--- src/rtl/tpu_pkg.sv ---
// ============================================================================
// Module : tpu_pkg
// Shared constants and types for the digit-recognition TPU datapath.
// Rev    : 1.0
// ============================================================================
`default_nettype none

package tpu_pkg;

    localparam int IMG_DIM    = 32;
    localparam int IMG_PIXELS = IMG_DIM * IMG_DIM;

    typedef enum logic [0:0] {
        LOAD = 1'b0,
        RUN  = 1'b1
    } loader_state_e;

    typedef logic [3:0] digit_t;

endpackage

`default_nettype wire

--- src/rtl/frame_watchdog.sv ---
// ============================================================================
// Module : frame_watchdog
// Load/clear/count cycle counter that flags expiry at LIMIT-1.
// Rev    : 1.0
// ============================================================================
`default_nettype none

module frame_watchdog #(
    parameter int WIDTH = 17,
    parameter int LIMIT = 100000
) (
    input  logic             clk,
    input  logic             rst,
    input  logic             load_i,
    input  logic [WIDTH-1:0] load_val_i,
    input  logic             clr_i,
    input  logic             cnt_en_i,
    output logic             expired_o
);

    localparam logic [WIDTH-1:0] c_LAST = WIDTH'(LIMIT - 1);

    logic [WIDTH-1:0] count_q;

    always_ff @(posedge clk) begin
        if (rst) begin
            count_q <= '0;
        end else if (clr_i) begin
            count_q <= '0;
        end else if (load_i) begin
            count_q <= load_val_i;
        end else if (cnt_en_i) begin
            count_q <= count_q + 1'b1;
        end
    end

    assign expired_o = (count_q == c_LAST);

endmodule

`default_nettype wire

--- src/rtl/image_frame_loader.sv ---
// ============================================================================
// Module : image_frame_loader
// Binarises a pixel stream into a frame, runs the TPU controller, captures digit.
// Rev    : 1.0
// ============================================================================
`default_nettype none

module image_frame_loader #(
    parameter int IMG_DIM = 32,
    parameter int TIMEOUT = 100000
) (
    input  logic                           clk,
    input  logic                           iRst,
    input  logic [7:0]                     pix_data,
    input  logic                           pix_valid,
    input  logic                           pix_last,
    output logic                           pix_ready,
    input  logic [7:0]                     threshold,
    output logic [IMG_DIM*IMG_DIM-1:0]     image_out,
    output logic                           tpu_ena,
    input  logic                           tpu_done,
    input  logic [3:0]                     tpu_num,
    output logic [3:0]                     result,
    output logic                           result_valid,
    output logic                           frame_err,
    output logic                           busy
);

    import tpu_pkg::*;

    localparam int                 c_PIX      = IMG_DIM * IMG_DIM;
    localparam int                 c_IDX_W    = $clog2(c_PIX);
    localparam logic [c_IDX_W-1:0] c_LAST_IDX = c_IDX_W'(c_PIX - 1);
    localparam int                 c_WD_W     = 17;

    loader_state_e      state_q;
    logic [c_IDX_W-1:0] idx_q;
    logic [c_PIX-1:0]   image_q;
    logic               tpu_ena_q;
    logic               busy_q;
    digit_t             result_q;
    logic               result_valid_q;
    logic               frame_err_q;

    logic               w_at_end;
    logic               w_expired;

    assign w_at_end = (idx_q == c_LAST_IDX);

    frame_watchdog #(
        .WIDTH (c_WD_W),
        .LIMIT (TIMEOUT)
    ) u_watchdog (
        .clk        (clk),
        .rst        (iRst),
        .load_i     (1'b0),
        .load_val_i ({c_WD_W{1'b0}}),
        .clr_i      (state_q != RUN),
        .cnt_en_i   (state_q == RUN),
        .expired_o  (w_expired)
    );

    always_ff @(posedge clk) begin
        if (iRst) begin
            state_q        <= LOAD;
            idx_q          <= '0;
            image_q        <= '0;
            tpu_ena_q      <= 1'b0;
            busy_q         <= 1'b0;
            result_q       <= '0;
            result_valid_q <= 1'b0;
            frame_err_q    <= 1'b0;
        end else begin
            result_valid_q <= 1'b0;
            frame_err_q    <= 1'b0;
            case (state_q)
                LOAD: begin
                    if (pix_valid) begin
                        // pix_last must coincide exactly with the final pixel slot
                        if (w_at_end != pix_last) begin
                            frame_err_q <= 1'b1;
                            idx_q       <= '0;
                        end else begin
                            image_q[idx_q] <= (pix_data >= threshold);
                            if (pix_last) begin
                                state_q   <= RUN;
                                idx_q     <= '0;
                                tpu_ena_q <= 1'b1;
                                busy_q    <= 1'b1;
                            end else begin
                                idx_q <= idx_q + 1'b1;
                            end
                        end
                    end
                end
                RUN: begin
                    if (tpu_done) begin
                        result_q       <= tpu_num;
                        result_valid_q <= 1'b1;
                        state_q        <= LOAD;
                        tpu_ena_q      <= 1'b0;
                        busy_q         <= 1'b0;
                    end else if (w_expired) begin
                        frame_err_q <= 1'b1;
                        state_q     <= LOAD;
                        tpu_ena_q   <= 1'b0;
                        busy_q      <= 1'b0;
                    end
                end
                default: state_q <= LOAD;
            endcase
        end
    end

    assign pix_ready    = (state_q == LOAD);
    assign image_out    = image_q;
    assign tpu_ena      = tpu_ena_q;
    assign busy         = busy_q;
    assign result       = result_q;
    assign result_valid = result_valid_q;
    assign frame_err    = frame_err_q;

endmodule

`default_nettype wire

--- config.mk ---
export PLATFORM = sky130hd
export DESIGN_NAME = image_frame_loader
export DESIGN_NICKNAME = d
export VERILOG_FILES = /design/src/rtl/tpu_pkg.sv /design/src/rtl/frame_watchdog.sv /design/src/rtl/image_frame_loader.sv
export SDC_FILE = /design/constraint.sdc
export NUM_CORES = 2
export LEC_CHECK = 0
export BUFFER_PORTS_ARGS = -buffer_cell sky130_fd_sc_hd__buf_4
export CORE_AREA = 2 2 411 413
export DETAILED_ROUTE_END_ITERATION = 8
export DIE_AREA = 0 0 413 415
export PLACE_DENSITY = 0.42
export RECOVER_POWER = 100
export SYNTH_ARGS = -nofsm -noshare
export SYNTH_HDL_FRONTEND = slang
export SYNTH_SLANG_ARGS = --single-unit
--- constraint.sdc ---
create_clock -name clk -period 8.7 [get_ports clk]
set_clock_uncertainty 0.15 [all_clocks]
set_input_delay 1.305 -clock clk [delete_from_list [all_inputs] [get_ports clk]]
set_output_delay 1.305 -clock clk [all_outputs]
set_load 0.03 [all_outputs]
Yosys cells after proc, flatten, opt, wreduce, memory -nomap -nowiden
Cells that the tools add are included.
Storage, ports and cells
  register bits: 1059
  input bits: 25
  output and inout port bits: 1033
  logic and storage cells: 51
Operators by class
  $add $sub $neg: 2
  $lt $le $gt $ge: 3
  eq/ne operators: 7
  multiplexer cells: 23
  bitwise logic cells: 2
  reduce and logical (&&, ||, !) cells: 6
Operator list (number)
  $bwmux 1024: 1
  $mux 10: 2
  $add 17x1->17 const B: 1
  $eq 17x17->1 const B: 1
  $mux 1: 16
  $lt 10x11->1 const B: 1
  $add 10x1->10 const B: 1
  $demux 1 s10: 1
  $eq 10x10->1 const B: 1
  $ge 10x1->1 const B: 1
  $ge 8x8->1: 1
  $ne 2x2->1 const B: 3
  $pmux 1 s2: 3
  $reduce_and 2->1: 2
  $reduce_and 4->1: 1
  $ne 3x2->1 const B: 1
  $reduce_and 3->1: 1
  $not 1->1: 2
  $reduce_or 2->1: 1
  $logic_and 1x1->1: 1
  $ne 1x1->1: 1

Logic depth before layout (Yosys ltp)
  word-level depth: 5
  mapped depth: 11
  mapped depth without buffers: 8

Cells and area by module
Synthesis repeated with hierarchy kept, for this count alone.
Second synthesis, totals
  cell total of the unflattened synthesis: 4089
  area, all modules: 40441.3 um2
By module, submodules not included
  image_frame_loader: instances 1, cells each 3967, area each 39447.8 um2, seq. area each 20860.0 um2
  frame_watchdog: instances 1, cells each 122, area each 993.5 um2, seq. area each 340.3 um2

Worst setup path before layout
No wires, ideal clock.
  kind: input-to-reg
  start: input port threshold[2]
  end: register image_q[493], in the netlist image_out[493]
  library setup time: 139 ps
  data arrival time: 3102 ps
  required time: 8411 ps
  setup slack: 5309 ps
  cell stages on the path: 9
  buffers on the path: 3
  cell sequence: inv_1 -> ha_1 -> a211oi_1 -> o21ai_0 -> a41oi_1 -> clkbuf_1 -> clkbuf_1 -> buf_2 -> a311oi_1
On the way
  word-level cells in the longest chain between the ends: 2
RTL lines
  start: declaration: RTL line image_frame_loader.sv:18  | input logic [7:0] threshold,
  $ge 8x8->1: RTL line image_frame_loader.sv:84  | image_q[idx_q] <= (pix_data >= threshold);
  $bwmux 1024: RTL line image_frame_loader.sv:84
  end signal: indexed assignment: RTL line image_frame_loader.sv:84
  end: declaration: RTL line image_frame_loader.sv:38  | logic [c_PIX-1:0] image_q;
No other way between the ends.
A chain may end at the register's enable or synchronous reset.

Worst setup path in the final report
  start: register idx_q[6]
  end: register image_q[407], in the netlist image_out[407]
On the way
  word-level cells in the longest chain between the ends: 5
  elaborated cells between the ends (all ways): 10
  those cells by class: order compare (2); eq/ne (2); mux (3); bitwise (1); reduce/logical (2)
RTL lines
  start: declaration: RTL line image_frame_loader.sv:37  | logic [c_IDX_W-1:0] idx_q;
  start signal: assignment: RTL line image_frame_loader.sv:91  | idx_q <= idx_q + 1'b1;
  $lt 10x11->1 / $ge 10x1->1 (equally long branches): RTL line image_frame_loader.sv:84
  $logic_and 1x1->1 (implied by the code): RTL line image_frame_loader.sv:84
  $mux 1 (implied by the code): RTL line image_frame_loader.sv:84
  $demux 1 s10: RTL line image_frame_loader.sv:84
  $bwmux 1024: RTL line image_frame_loader.sv:84
Parallel ways exist; a longest one is shown, timed or not.

==> impl_metrics.json <==
{
  "ant_nets": 0,
  "cts_tree": "done",
  "grtUsageMet3_pct": 6.62,
  "core_area_um2": 167000,
  "r2r_cells": 8,
  "critPathLaunch": "idx_q[6]",
  "cp.required_ns": 9.23,
  "die_height_um": 415,
  "violations": "max-capacitance violations, max-slew violations",
  "timing_hold_violations_final": 0,
  "cts_resized": 0,
  "synth_cells": 4017,
  "run_status": "complete, but fails checks",
  "seq_area_frac_synth_pct": 53.7,
  "cts_root_buf": "clkbuf_16",
  "n_fill_cell": 18200,
  "slew_headroom_pct": -165,
  "synthTopCellsByArea": "dfxtp_1, a311oi_1, a21oi_1",
  "gp_congestion": 0.774,
  "initial_core_util_pct": 23.7,
  "tightest_slew_ns": 3.97,
  "grt_usage_pct": 21.5,
  "regArea_um2": 21200,
  "p_leak_nw": 13.6,
  "io_buffers": 1057,
  "mostFrequentLayoutCells": "clkbuf_1, dfxtp_1, a21oi_1",
  "synth_top_area_share_pct": 53.7,
  "synth_nets": 4056,
  "setup_viol": 0,
  "post_drt_wl_per_cell_um": 28.0,
  "ir_worst_vdd_mv": 0.220,
  "multi_input_area_um2": 15800,
  "arrival_ns": 7.26,
  "synth_top_area_cell": "dfxtp_1",
  "grt_pass1_vias": 32800,
  "maxCapViolCount": 34,
  "syn_area_um2": 39500,
  "cts_buffer_depth": 3,
  "crit_fanout": 35,
  "tns_ns": 0,
  "io_pins": 1058,
  "syn2layout_area_growth_pct": 24.2,
  "grtUsageMet1_pct": 27.6,
  "synth_edf_count": 0,
  "vias": 37100,
  "synth_flop_cell": "dfxtp_1",
  "die_w_um": 413,
  "final_cell_area_um2": 49000,
  "min_path_type": "reg -> reg",
  "antenna_found_initial": 5,
  "clkSlewWorstSetupHoldPaths_ns": 0.06,
  "critPathKind": "reg -> reg",
  "numCtsBuffers": 135,
  "yosys_warnings": 0,
  "grt_overflow": 0,
  "dieArea_um2": 171000,
  "netlist-cell-type-count": 44,
  "rsz0062_at_grt": "no",
  "power_density_nw_per_um2": 220,
  "timing.final.crit_share_pct": 77.4,
  "dp.cells": 6722,
  "post_cts_buffers": 0,
  "grt_max_degree": 202,
  "period_needed_ns": 6.73,
  "viasPerCell": 5.32,
  "cts_hold_buf": 0,
  "final_common_cell": "clkbuf_1",
  "cp-endpoint": "image_out[407]",
  "drt-total-wl_mm": 195,
  "synthArstFlopShare_pct": 0,
  "rows": 150,
  "htree_levels": 4,
  "drt_iter0_drc": 3613,
  "cts_sinks": 1059,
  "drc": 0,
  "clk_latency_ns": 0.79,
  "nets": 4694,
  "end_kind": "flop",
  "worstSetupStartpointType": "flop",
  "synth.ff_latch_count": 1059,
  "dpl-instance-area_um2": 48800,
  "syn_avg_cell_area_um2": 9.83,
  "reg2reg_to": "image_out[407]",
  "use_met2_pct": 34.4,
  "dp_hpwl_mm": 124,
  "fmax_mhz": 149,
  "layout.cells.non_filler": 6961,
  "busiest_layer": "met2",
  "reg2reg_from": "idx_q[6]",
  "first_pass_iters": 5,
  "grt_pass1_wl_mm": 270,
  "regToRegSetupSlack_ns": 1.97,
  "maxSlewViolCount": 928,
  "drive_gt1_share_pct": 7.38
}
-- metal layers --
metal | vias up | routed length [um] | share of wire [%]
li1 | 17200 | - | -
met1 | 18200 | 82100 | 42
met2 | 1445 | 91400 | 47
met5 | - | 0 | 0
met3 | 221 | 16200 | 8.3
met4 | 0 | 5400 | 2.8
-- stage by stage --
step | worst slack, ns | hold WS, ns | power [W] | util, %
floorplan | 5.31 | 0.292 | 0.00522 | -
global placement | 3.23 | 0.298 | 0.00535 | 29.3
detailed placement | 3.17 | 0.302 | 0.00535 | 29.3
CTS | 3.14 | 0.313 | 0.0109 | 31.9
global route | 1.43 | 0.335 | 0.0112 | 29.4
finish | 1.97 | 0.307 | 0.0108 | 29.4
-- how the worst min path moves through the flow --
stage                                        to  slack [ns]  cells after the start             startpoint
final                                 result[2]        0.31                      2              result[2]
after floorplan           u_watchdog.count_q[0]        0.29                      1  u_watchdog.count_q[0]
after CTS                             result[0]        0.31                      2              result[0]
after detailed placement              result[0]        0.30                      2              result[0]
after global routing                  result[2]        0.33                      2              result[2]
after global placement                result[2]        0.30                      2              result[2]
-- synth_stat cells, types with 6 or more instances --
cell	count
clkbuf_1	513
a21oi_1	1043
nor2_1	50
or3b_1	6
ha_1	14
nand2_1	25
o21ai_0	11
nand4_1	7
dfxtp_1	1059
nand3b_1	6
nor2_2	33
inv_1	14
nand3_1	14
buf_2	120
buf_1	8
a311oi_1	1026
-- state kept, by name (all words and copies together), names as in the netlist --
name                count
image_out            1024
state_q                 1
result                  4
u_watchdog.count_q     17
result_valid            1
frame_err               1
idx_q                  10
busy                    1
-- critical path, stage by stage (launching register included) --
cell and delay [ns]:
dfxtp_1 0.76, nand3_1 0.52, nor3_1 0.33, ha_1 0.37, nand4bb_1 0.47, nor2_1 2.74
buf_4 0.82, a21oi_1 0.14, a311oi_1 0.27
-- layout make-up --
cell class                      count  share of cell area [%]
Multi-Input combinational cell   2301                    32.3
Antenna cell                        1                 0.00510
Clock inverter                     39                   0.842
Clock buffer                      199                    8.08
Timing Repair Buffer             1144                    9.80
Tap cell                         2204                    5.62
Inverter                           14                   0.107
Sequential cell                  1059                    43.2
-- report_power, final --
part / internal, W / total, W / switching, W
Clock: 0.00323 / 0.00555 / 0.00232
Combinational: 0.0000572 / 0.000392 / 0.000335
Sequential: 0.00485 / 0.00485 / 0.00000119
-- cell families (layout without fill, tap and decap cells) --
logic type      Yosys count  after routing  synth area share, %
xor+xnor                 10             10                0.222
flops                  1059           1059                 53.7
buf+inv                 657           1396                 6.65
mux                       1              1               0.0253
compound gates         2092           2092                 36.3
simple gates            184            184                 2.62
other cells               0              1                    0
fa+ha+maj                14             14                0.444
(Power assumes the default switching activity.)
